[config.mk]
export PLATFORM = sky130hd
export DESIGN_NAME = uart_tx_fifo
export DESIGN_NICKNAME = d
export VERILOG_FILES = /design/src/rtl/uart_tx_fifo_pkg.sv /design/src/rtl/uart_tx_fifo_baud_tick.sv /design/src/rtl/uart_tx_fifo.sv
export SDC_FILE = /design/constraint.sdc
export NUM_CORES = 1
export LEC_CHECK = 0
export CAP_MARGIN = 20
export CORE_MARGIN = 5
export CORE_UTILIZATION = 55
export DETAILED_ROUTE_END_ITERATION = 6
export PLACE_DENSITY_LB_ADDON = 0.12
export SYNTH_ARGS = -nofsm -noshare
export SYNTH_HDL_FRONTEND = slang
export SYNTH_SLANG_ARGS = --single-unit
export TNS_END_PERCENT = 20
[constraint.sdc]
create_clock -name clk -period 2.7 [get_ports clk]
set_input_delay 0.81 -clock clk [delete_from_list [all_inputs] [get_ports clk]]
set_output_delay 0.81 -clock clk [all_outputs]
set_load 0.01 [all_outputs]
[src/rtl/uart_tx_fifo_pkg.sv]
// Shared types for the UART transmit path: bit/byte aliases, FSM state enum and parity helper.
// PARITY state exists only when UART_TX_PARITY_EN is defined.
package uart_tx_fifo_pkg;

  typedef logic       Bit_t;
  typedef logic [7:0] Byte_t;

  typedef enum logic [2:0] {
    ST_IDLE   = 3'd0,
    ST_START  = 3'd1,
    ST_DATA   = 3'd2,
`ifdef UART_TX_PARITY_EN
    ST_PARITY = 3'd3,
`endif
    ST_STOP   = 3'd4
  } Uart_tx_state_t;

  function automatic Bit_t even_parity(input Byte_t b);
    return ^b;
  endfunction

endpackage

[src/rtl/uart_tx_fifo_baud_tick.sv]
// Bit-period timer: counts 0..DIV-1 (DIV = ClkFrequency/Baud, truncated) and pulses tick on the wrap.
// A clear restarts the period from zero on the next cycle.
module uart_baud_tick #(
  parameter int unsigned ClkFrequency = 60000000,
  parameter int unsigned Baud         = 115200
) (
  input  logic clk,
  input  logic rst,
  input  logic clear,
  output logic tick
);

  localparam int unsigned Div  = ClkFrequency / Baud;
  localparam int unsigned CntW = (Div > 1) ? $clog2(Div) : 1;

  logic [CntW-1:0] cnt_q, cnt_d;

  assign tick = (cnt_q == CntW'(Div - 1));

  always_comb begin
    cnt_d = cnt_q + CntW'(1);
    if (clear || tick) begin
      cnt_d = '0;
    end
  end

  always_ff @(posedge clk) begin
    if (rst) begin
      cnt_q <= '0;
    end else begin
      cnt_q <= cnt_d;
    end
  end

endmodule

[src/rtl/uart_tx_fifo.sv]
// UART transmitter fed by a small power-of-two FIFO; 8N1 frames, or 8E1 when UART_TX_PARITY_EN is defined.
// Back-to-back frames are sent without idle gap while the FIFO holds data.
module uart_tx_fifo
  import uart_tx_fifo_pkg::*;
#(
  parameter int unsigned ClkFrequency = 60000000,
  parameter int unsigned Baud         = 115200,
  parameter int unsigned FifoDepth    = 4
) (
  input  logic  clk,
  input  logic  rst,
  input  logic  tx_start,
  input  Byte_t tx_data,
  output logic  tx_busy,
  output logic  tx_empty,
  output logic  txd
);

  localparam int unsigned PtrW = (FifoDepth > 1) ? $clog2(FifoDepth) : 1;
  localparam int unsigned CntW = PtrW + 1;

  Byte_t           fifo_q [FifoDepth];
  logic [PtrW-1:0] wr_ptr_q, wr_ptr_d;
  logic [PtrW-1:0] rd_ptr_q, rd_ptr_d;
  logic [CntW-1:0] count_q, count_d;

  Uart_tx_state_t  state_q, state_d;
  Byte_t           shift_q, shift_d;
  logic [2:0]      bit_q, bit_d;
  logic            txd_q, txd_d;

  logic            push, pop, fifo_nonempty, tick;

  uart_baud_tick #(
    .ClkFrequency (ClkFrequency),
    .Baud         (Baud)
  ) u_baud (
    .clk   (clk),
    .rst   (rst),
    .clear (pop),
    .tick  (tick)
  );

  // Full is judged on the registered count, so a same-cycle pop never frees room for a push.
  assign tx_busy       = (count_q == CntW'(FifoDepth));
  assign fifo_nonempty = (count_q != '0);
  assign push          = tx_start && !tx_busy;
  assign tx_empty      = !fifo_nonempty && (state_q == ST_IDLE);
  assign txd           = txd_q;

  always_comb begin
    wr_ptr_d = push ? wr_ptr_q + PtrW'(1) : wr_ptr_q;
    rd_ptr_d = pop  ? rd_ptr_q + PtrW'(1) : rd_ptr_q;
    count_d  = count_q + CntW'(push) - CntW'(pop);
  end

  always_comb begin
    state_d = state_q;
    shift_d = shift_q;
    bit_d   = bit_q;
    pop     = 1'b0;
    case (state_q)
      ST_IDLE: begin
        if (fifo_nonempty) begin
          pop     = 1'b1;
          shift_d = fifo_q[rd_ptr_q];
          state_d = ST_START;
        end
      end
      ST_START: begin
        if (tick) begin
          state_d = ST_DATA;
          bit_d   = '0;
        end
      end
      ST_DATA: begin
        if (tick) begin
          if (bit_q == 3'd7) begin
`ifdef UART_TX_PARITY_EN
            state_d = ST_PARITY;
`else
            state_d = ST_STOP;
`endif
          end else begin
            bit_d = bit_q + 3'd1;
          end
        end
      end
`ifdef UART_TX_PARITY_EN
      ST_PARITY: begin
        if (tick) begin
          state_d = ST_STOP;
        end
      end
`endif
      ST_STOP: begin
        if (tick) begin
          if (fifo_nonempty) begin
            pop     = 1'b1;
            shift_d = fifo_q[rd_ptr_q];
            state_d = ST_START;
          end else begin
            state_d = ST_IDLE;
          end
        end
      end
      default: state_d = ST_IDLE;
    endcase
  end

  // Line level is registered from the current state, so txd trails the FSM by one cycle uniformly.
  always_comb begin
    case (state_q)
      ST_START:  txd_d = 1'b0;
      ST_DATA:   txd_d = shift_q[bit_q];
`ifdef UART_TX_PARITY_EN
      ST_PARITY: txd_d = even_parity(shift_q);
`endif
      default:   txd_d = 1'b1;
    endcase
  end

  always_ff @(posedge clk) begin
    if (rst) begin
      state_q  <= ST_IDLE;
      shift_q  <= '0;
      bit_q    <= '0;
      txd_q    <= 1'b1;
      wr_ptr_q <= '0;
      rd_ptr_q <= '0;
      count_q  <= '0;
    end else begin
      state_q  <= state_d;
      shift_q  <= shift_d;
      bit_q    <= bit_d;
      txd_q    <= txd_d;
      wr_ptr_q <= wr_ptr_d;
      rd_ptr_q <= rd_ptr_d;
      count_q  <= count_d;
    end
  end

  always_ff @(posedge clk) begin
    if (!rst && push) begin
      fifo_q[wr_ptr_q] <= tx_data;
    end
  end

endmodule

==> metrics, run 1 <==
leading cell type in the layout, fill and taps excluded=dfxtp_1; GPL Wtd Cong=0.759; register area=0.00164 mm^2; share of layout cells above drive strength 1=0.149; Critical Path End Type=output pin; sequential fraction of the synthesis area=0.589; num rows=26; CP Launch Point=count_q[1]; core area=0.00501 mm^2; postcts setup bufs=0; worst reg2reg path startpoint=u_baud.cnt_q[0]; Reg2Reg Depth=11; Hold Crit Start=u_baud.cnt_q[0]; skew final=0.00895 ns; Mapped Area=0.00279 mm^2; Clock Path Buffers=2; post-synth cell types=40; final net count=271; Ys Warns=0; CTS buffer count=9; synth top area cells=edfxtp_1 34%, dfxtp_1 24%, mux4_2 8.1%; Worst Hold End=u_baud.cnt_q[0]; Internal=2000 uW; Hold-fix buffers, CTS=0; hpwl dp=3260 um; relative max-transition margin=0.466; Setup WS pre-CTS=0.00610 ns; Layout Area Growth over Synthesis=14.8%; clock root buffer master=clkbuf_8; Resized cells post-CTS=1; Clock Sinks=66; final slew viol count=0; unrepaired setup endpoints after global routing=no; antenna cells=0; Mapped Nets=248; Starting Density=0.556; cells after synthesis=227; post-route clock period utilization=0.966; worst setup margin=0.0918 ns; CTS clk-pin slew, worst paths=0.06 ns; Final ANT Viol Nets=0; H-tree Lvls=3; DR vias=1676; post-route setup TNS=0 ns; final WL=4530 um; antenna violations before repair=0; Worst Hold Class=register to register; Combinational Power Share=0.301; first-pass GRT wire length=7940 um; Sw Pwr=923 uW; I/O pin cnt=14; area occupied by multi-input gates=0.00108 mm^2; die area=0.00659 mm^2; WP data arrival=1.80 ns; pin count of the biggest net entering global routing=19; Final min period=2.61 ns; chip height=81.2 um; critical path launch point type=register; RR Endpoint=count_q[2]; DRT iter0 DRCs=59; DR WL/cell=13.9 um; Achievable Freq=0.383 GHz; utilization after layout=0.639; MaxCap Viol Count=0; Peak VDD IR=0.424 mV; most frequent cells in the layout=34 x dfxtp_1, 32 x edfxtp_1, 20 x nor2_1, 14 x o21ai_0, 14 x a21oi_1; Syn Area/Cell=12.3 um^2; final hold violation count=0; CTS tree=done; crit path max fanout=4; Crit Path Category=register to output pin; Hold Crit Depth=1; Tot Pwr=2930 uW; r2r setup slk=0.21 ns; GRT overflow=0; # setup viols final=0; area leader, netlist=edfxtp_1; via density per instance=5.16; outcome=finished, final reports clean; Clock Power Share=0.233; DR pass1 iterations=5; Crit path required time=1.89 ns; Sw Share=0.315; Flop pwr share=0.466; DRC Markers=0; width of the die=81.2 um; input/output buffers=13; top-area cell type share of the netlist area=0.345; P_leak=0.00110 uW; vias in the first global route=1749; Seq cells post-synth=66; gr usage total=0.162; Layout fillers=402; worst slew pin tran=0.798 ns; worst skew pair latency=0.33 ns; pwr/cell area=914 mW/mm^2
[cell families after synthesis]
family,Yosys count,share of synthesized area
mux,13,0.0920
buf+inv,19,0.0260
simple gates,71,0.133
fa+ha+maj,10,0.0476
compound gates,36,0.0745
flops,66,0.589
xor+xnor,12,0.0377
[Yosys cell counts]
library cell / instances
nand3_1: 12
or3_1: 4
o21a_1: 1
or4_1: 2
mux4_2: 10
o21ai_0: 14
a21oi_1: 14
or2b_1: 1
edfxtp_1: 32
fa_1: 1
mux2_2: 1
nand4bb_1: 1
o31ai_2: 1
nor4_1: 1
inv_1: 9
o31a_1: 1
nand2_1: 9
and2_1: 4
buf_2: 1
nor3b_1: 3
xor2_1: 2
and3_1: 1
or3b_2: 1
or3_4: 1
o31ai_1: 1
nor3_1: 5
ha_1: 9
mux2i_1: 2
a211o_1: 1
o211ai_1: 1
nand2b_1: 2
o22ai_1: 1
a31o_2: 1
nor2_1: 20
nor2b_1: 3
clkbuf_1: 7
dfxtp_1: 34
nand3b_1: 1
buf_1: 2
xnor2_1: 10
[metrics by stage]
stage / cells / hold slack [ns] / instance area [um^2]
2_1_floorplan: 227 / 0.430 / 2790
3_3_place_gp: 309 / 0.446 / 3030
3_5_place_dp: 309 / 0.452 / 3030
4_1_cts: 325 / 0.468 / 3200
5_1_grt: 325 / 0.478 / 3200
6_report: 325 / 0.464 / 3200
[power groups by stage]
| stage | sequential (uW) | combinational [uW] | clock, uW |
|---|---|---|---|
| finish | 1360 | 880 | 683 |
| detailed placement | 1390 | 886 | 0 |
| global placement | 1380 | 863 | 0 |
| global route | 1390 | 994 | 749 |
| CTS | 1370 | 893 | 704 |
| floorplan | 1290 | 697 | 0 |
[worst max-delay path, stage by stage, from the launching register on]
cell	delay [ns]
dfxtp_1	0.36
nor3_2	0.33
and3_1	0.24
clkdlybuf4s50_1	0.54
[per-layer routing]
metal  vias up  track usage  wire, um
li1        865            -         -
met1       778        0.208      2250
met2        23        0.258      2060
met3        10       0.0333       120
met4         0       0.0861        99
met5         -            0         0
[flip-flops by register name, indices dropped and copies added, names as in the netlist, named ones only]
register      flops
count_q           3
shift_q           8
txd               1
state_q           3
rd_ptr_q          2
wr_ptr_q          2
u_baud.cnt_q     10
fifo_q           32
bit_q             3
[worst max-delay path by stage]
stage | slack (ns) | cells past startpoint | to
2_1_floorplan | 0.23 | 12 | count_q[2]
3_3_place_gp | 0.04 | 9 | count_q[2]
3_5_place_dp | 0.006 | 9 | count_q[2]
4_1_cts | 0.11 | 3 | tx_empty
5_1_grt | 0.05 | 3 | tx_empty
6_report | 0.09 | 3 | tx_empty
[layout make-up]
type / instances / area share
repair buffers: 22 / 0.0618
clock buffers: 11 / 0.0410
well taps: 70 / 0.0274
flip-flops and latches: 66 / 0.513
inverters: 9 / 0.0106
clock inverters: 5 / 0.00938
multi-input cells: 142 / 0.337
Power figures use the tool's default switching activity.
==> run 2: changes to the inputs <==
PLACE_DENSITY = 0.73   (was not set)
PLACE_DENSITY_LB_ADDON = not set   (was 0.12)
==> metrics, run 2 (synthesis results as in run 1) <==
outcome=finished, final reports clean; DRT iter0 DRCs=78; DRC Markers=0; final slew viol count=0; Design Area, Final=0.00324 mm^2; leading cell type in the layout, fill and taps excluded=dfxtp_1; num rows=26; MaxCap Viol Count=0; Achievable Freq=0.391 GHz; die area=0.00659 mm^2; Crit path required time=1.89 ns; M1 WL=2230 um; Layout fillers=416; Peak VDD IR=0.553 mV; CTS tree=done; chip height=81.2 um; antenna violations before repair=0; pin count of the biggest net entering global routing=23; most frequent cells in the layout=34 x dfxtp_1, 32 x edfxtp_1, 20 x nor2_1, 14 x o21ai_0, 14 x a21oi_1; via density per instance=5.31; Hold-fix buffers, CTS=0; CTS clk-pin slew, worst paths=0.07 ns; relative max-transition margin=0.395; DR pass1 iterations=6; largest register by flop count=fifo_q; H-tree Lvls=3; vias in the first global route=1729; post-route clock period utilization=0.947; Combinational Power Share=0.263; biggest regs=fifo_q: 32 flops, u_baud.cnt_q: 10 flops, shift_q: 8 flops; antenna cells=0; pwr/cell area=985 mW/mm^2; Final min period=2.56 ns; core area=0.00501 mm^2; slowest cell on the critical path=clkdlybuf4s50_1; first-pass GRT wire length=8180 um; clock root buffer master=clkbuf_8; width of the die=81.2 um; post-placement cell area=0.00300 mm^2; unrepaired setup endpoints after global routing=no; Final ANT Viol Nets=0; worst-path cell chain=nor3_2, and3_1, clkdlybuf4s50_1; WP data arrival=1.75 ns; register area=0.00164 mm^2; CTS buffer count=9; DR vias=1698; top sig layer=met4; Internal=2260 uW; input/output buffers=13; worst slew pin tran=0.900 ns; final net count=266; Crit Path Category=register to output pin; postcts setup bufs=0; GRT overflow=0; Layout Area Growth over Synthesis=16.3%; worst setup margin=0.144 ns; Flop pwr share=0.427; DR WL/cell=14.5 um; GPL Wtd Cong=0.807; P_leak=0.00112 uW; final WL=4630 um; Starting Density=0.556; Setup WS pre-CTS=-0.0129 ns; Worst Hold Class=register to register; Sw Share=0.293; worst skew pair latency=0.34 ns; area occupied by multi-input gates=0.00108 mm^2; max reg flops=32; share of layout cells above drive strength 1=0.144; Critical Path End Type=output pin; skew final=0.00702 ns; final hold violation count=0; gr usage total=0.170; met2 WL post-DR=2140 um; Clock Path Buffers=2; hpwl dp=3230 um; critical path launch point type=register; Clock Power Share=0.310; Sw Pwr=935 uW; I/O pin cnt=14; Clock Sinks=66; # setup viols final=0; total length of routed met3 wires=203 um; Max stage delay on crit path=0.54 ns; crit path max fanout=4
-- run 2: cell count changes in the layout (fill, tap and decap cells not counted), sizes merged --
cell / before / now
clkinv: 3 / 4
inv: 10 / 9
buf: 9 / 4
clkinvlp: 1 / 0
clkbuf: 11 / 9
bufinv: 0 / 3
-- run 2: cell type report --
cell class | count | area share
Clock buffer | 9 | 0.0382
Clock inverter | 7 | 0.0363
Tap cell | 70 | 0.0270
Inverter | 9 | 0.0104
Multi-Input combinational cell | 142 | 0.333
Sequential cell | 66 | 0.506
Timing Repair Buffer | 17 | 0.0494
-- run 2: per-layer routing --
metal	global-route usage	vias up
met5	0	-
met4	0.0726	0
met3	0.0565	5
met2	0.259	34
met1	0.222	797
li1	-	862
-- run 2: repair_timing --
action / CTS / global route
resized for setup: 1 / 0
endpoints found under the setup margin: 1 / 0
hold endpoints to repair: 0 / 0
-- run 2: power by group through the flow --
stage | clock, uW | sequential [uW] | combinational [uW]
6_report | 991 | 1360 | 840
5_1_grt | 1060 | 1390 | 978
4_1_cts | 1010 | 1370 | 849
3_5_place_dp | 0 | 1390 | 843
3_3_place_gp | 0 | 1380 | 826
2_1_floorplan | 0 | 1290 | 697
-- run 2: critical path: cells and delay by family (launching register included) --
kind | cells | cell delay, ns
flip-flops | 1 | 0.36
buffers and inverters | 1 | 0.54
AND/OR/NAND/NOR | 2 | 0.52
-- run 2: metrics by stage --
step	hold slack, ns	instances	util	power, uW	setup TNS [ns]
finish	0.470	320	0.647	3200	0
global route	0.493	320	0.647	3430	0
CTS	0.473	320	0.647	3230	0
detailed placement	0.457	304	0.598	2230	-0.0129
global placement	0.442	304	0.598	2200	0
floorplan	0.430	227	-	1990	0
-- run 2: worst paths after layout --
kind | startpoint | end | slack, ns | cells past startpoint
max | count_q[1] | tx_empty | 0.14 | 3
min | u_baud.cnt_q[0] | u_baud.cnt_q[0] | 0.47 | 1
max reg2reg | u_baud.cnt_q[0] | count_q[2] | 0.18 | 11
min reg2reg | u_baud.cnt_q[0] | u_baud.cnt_q[0] | 0.47 | 1
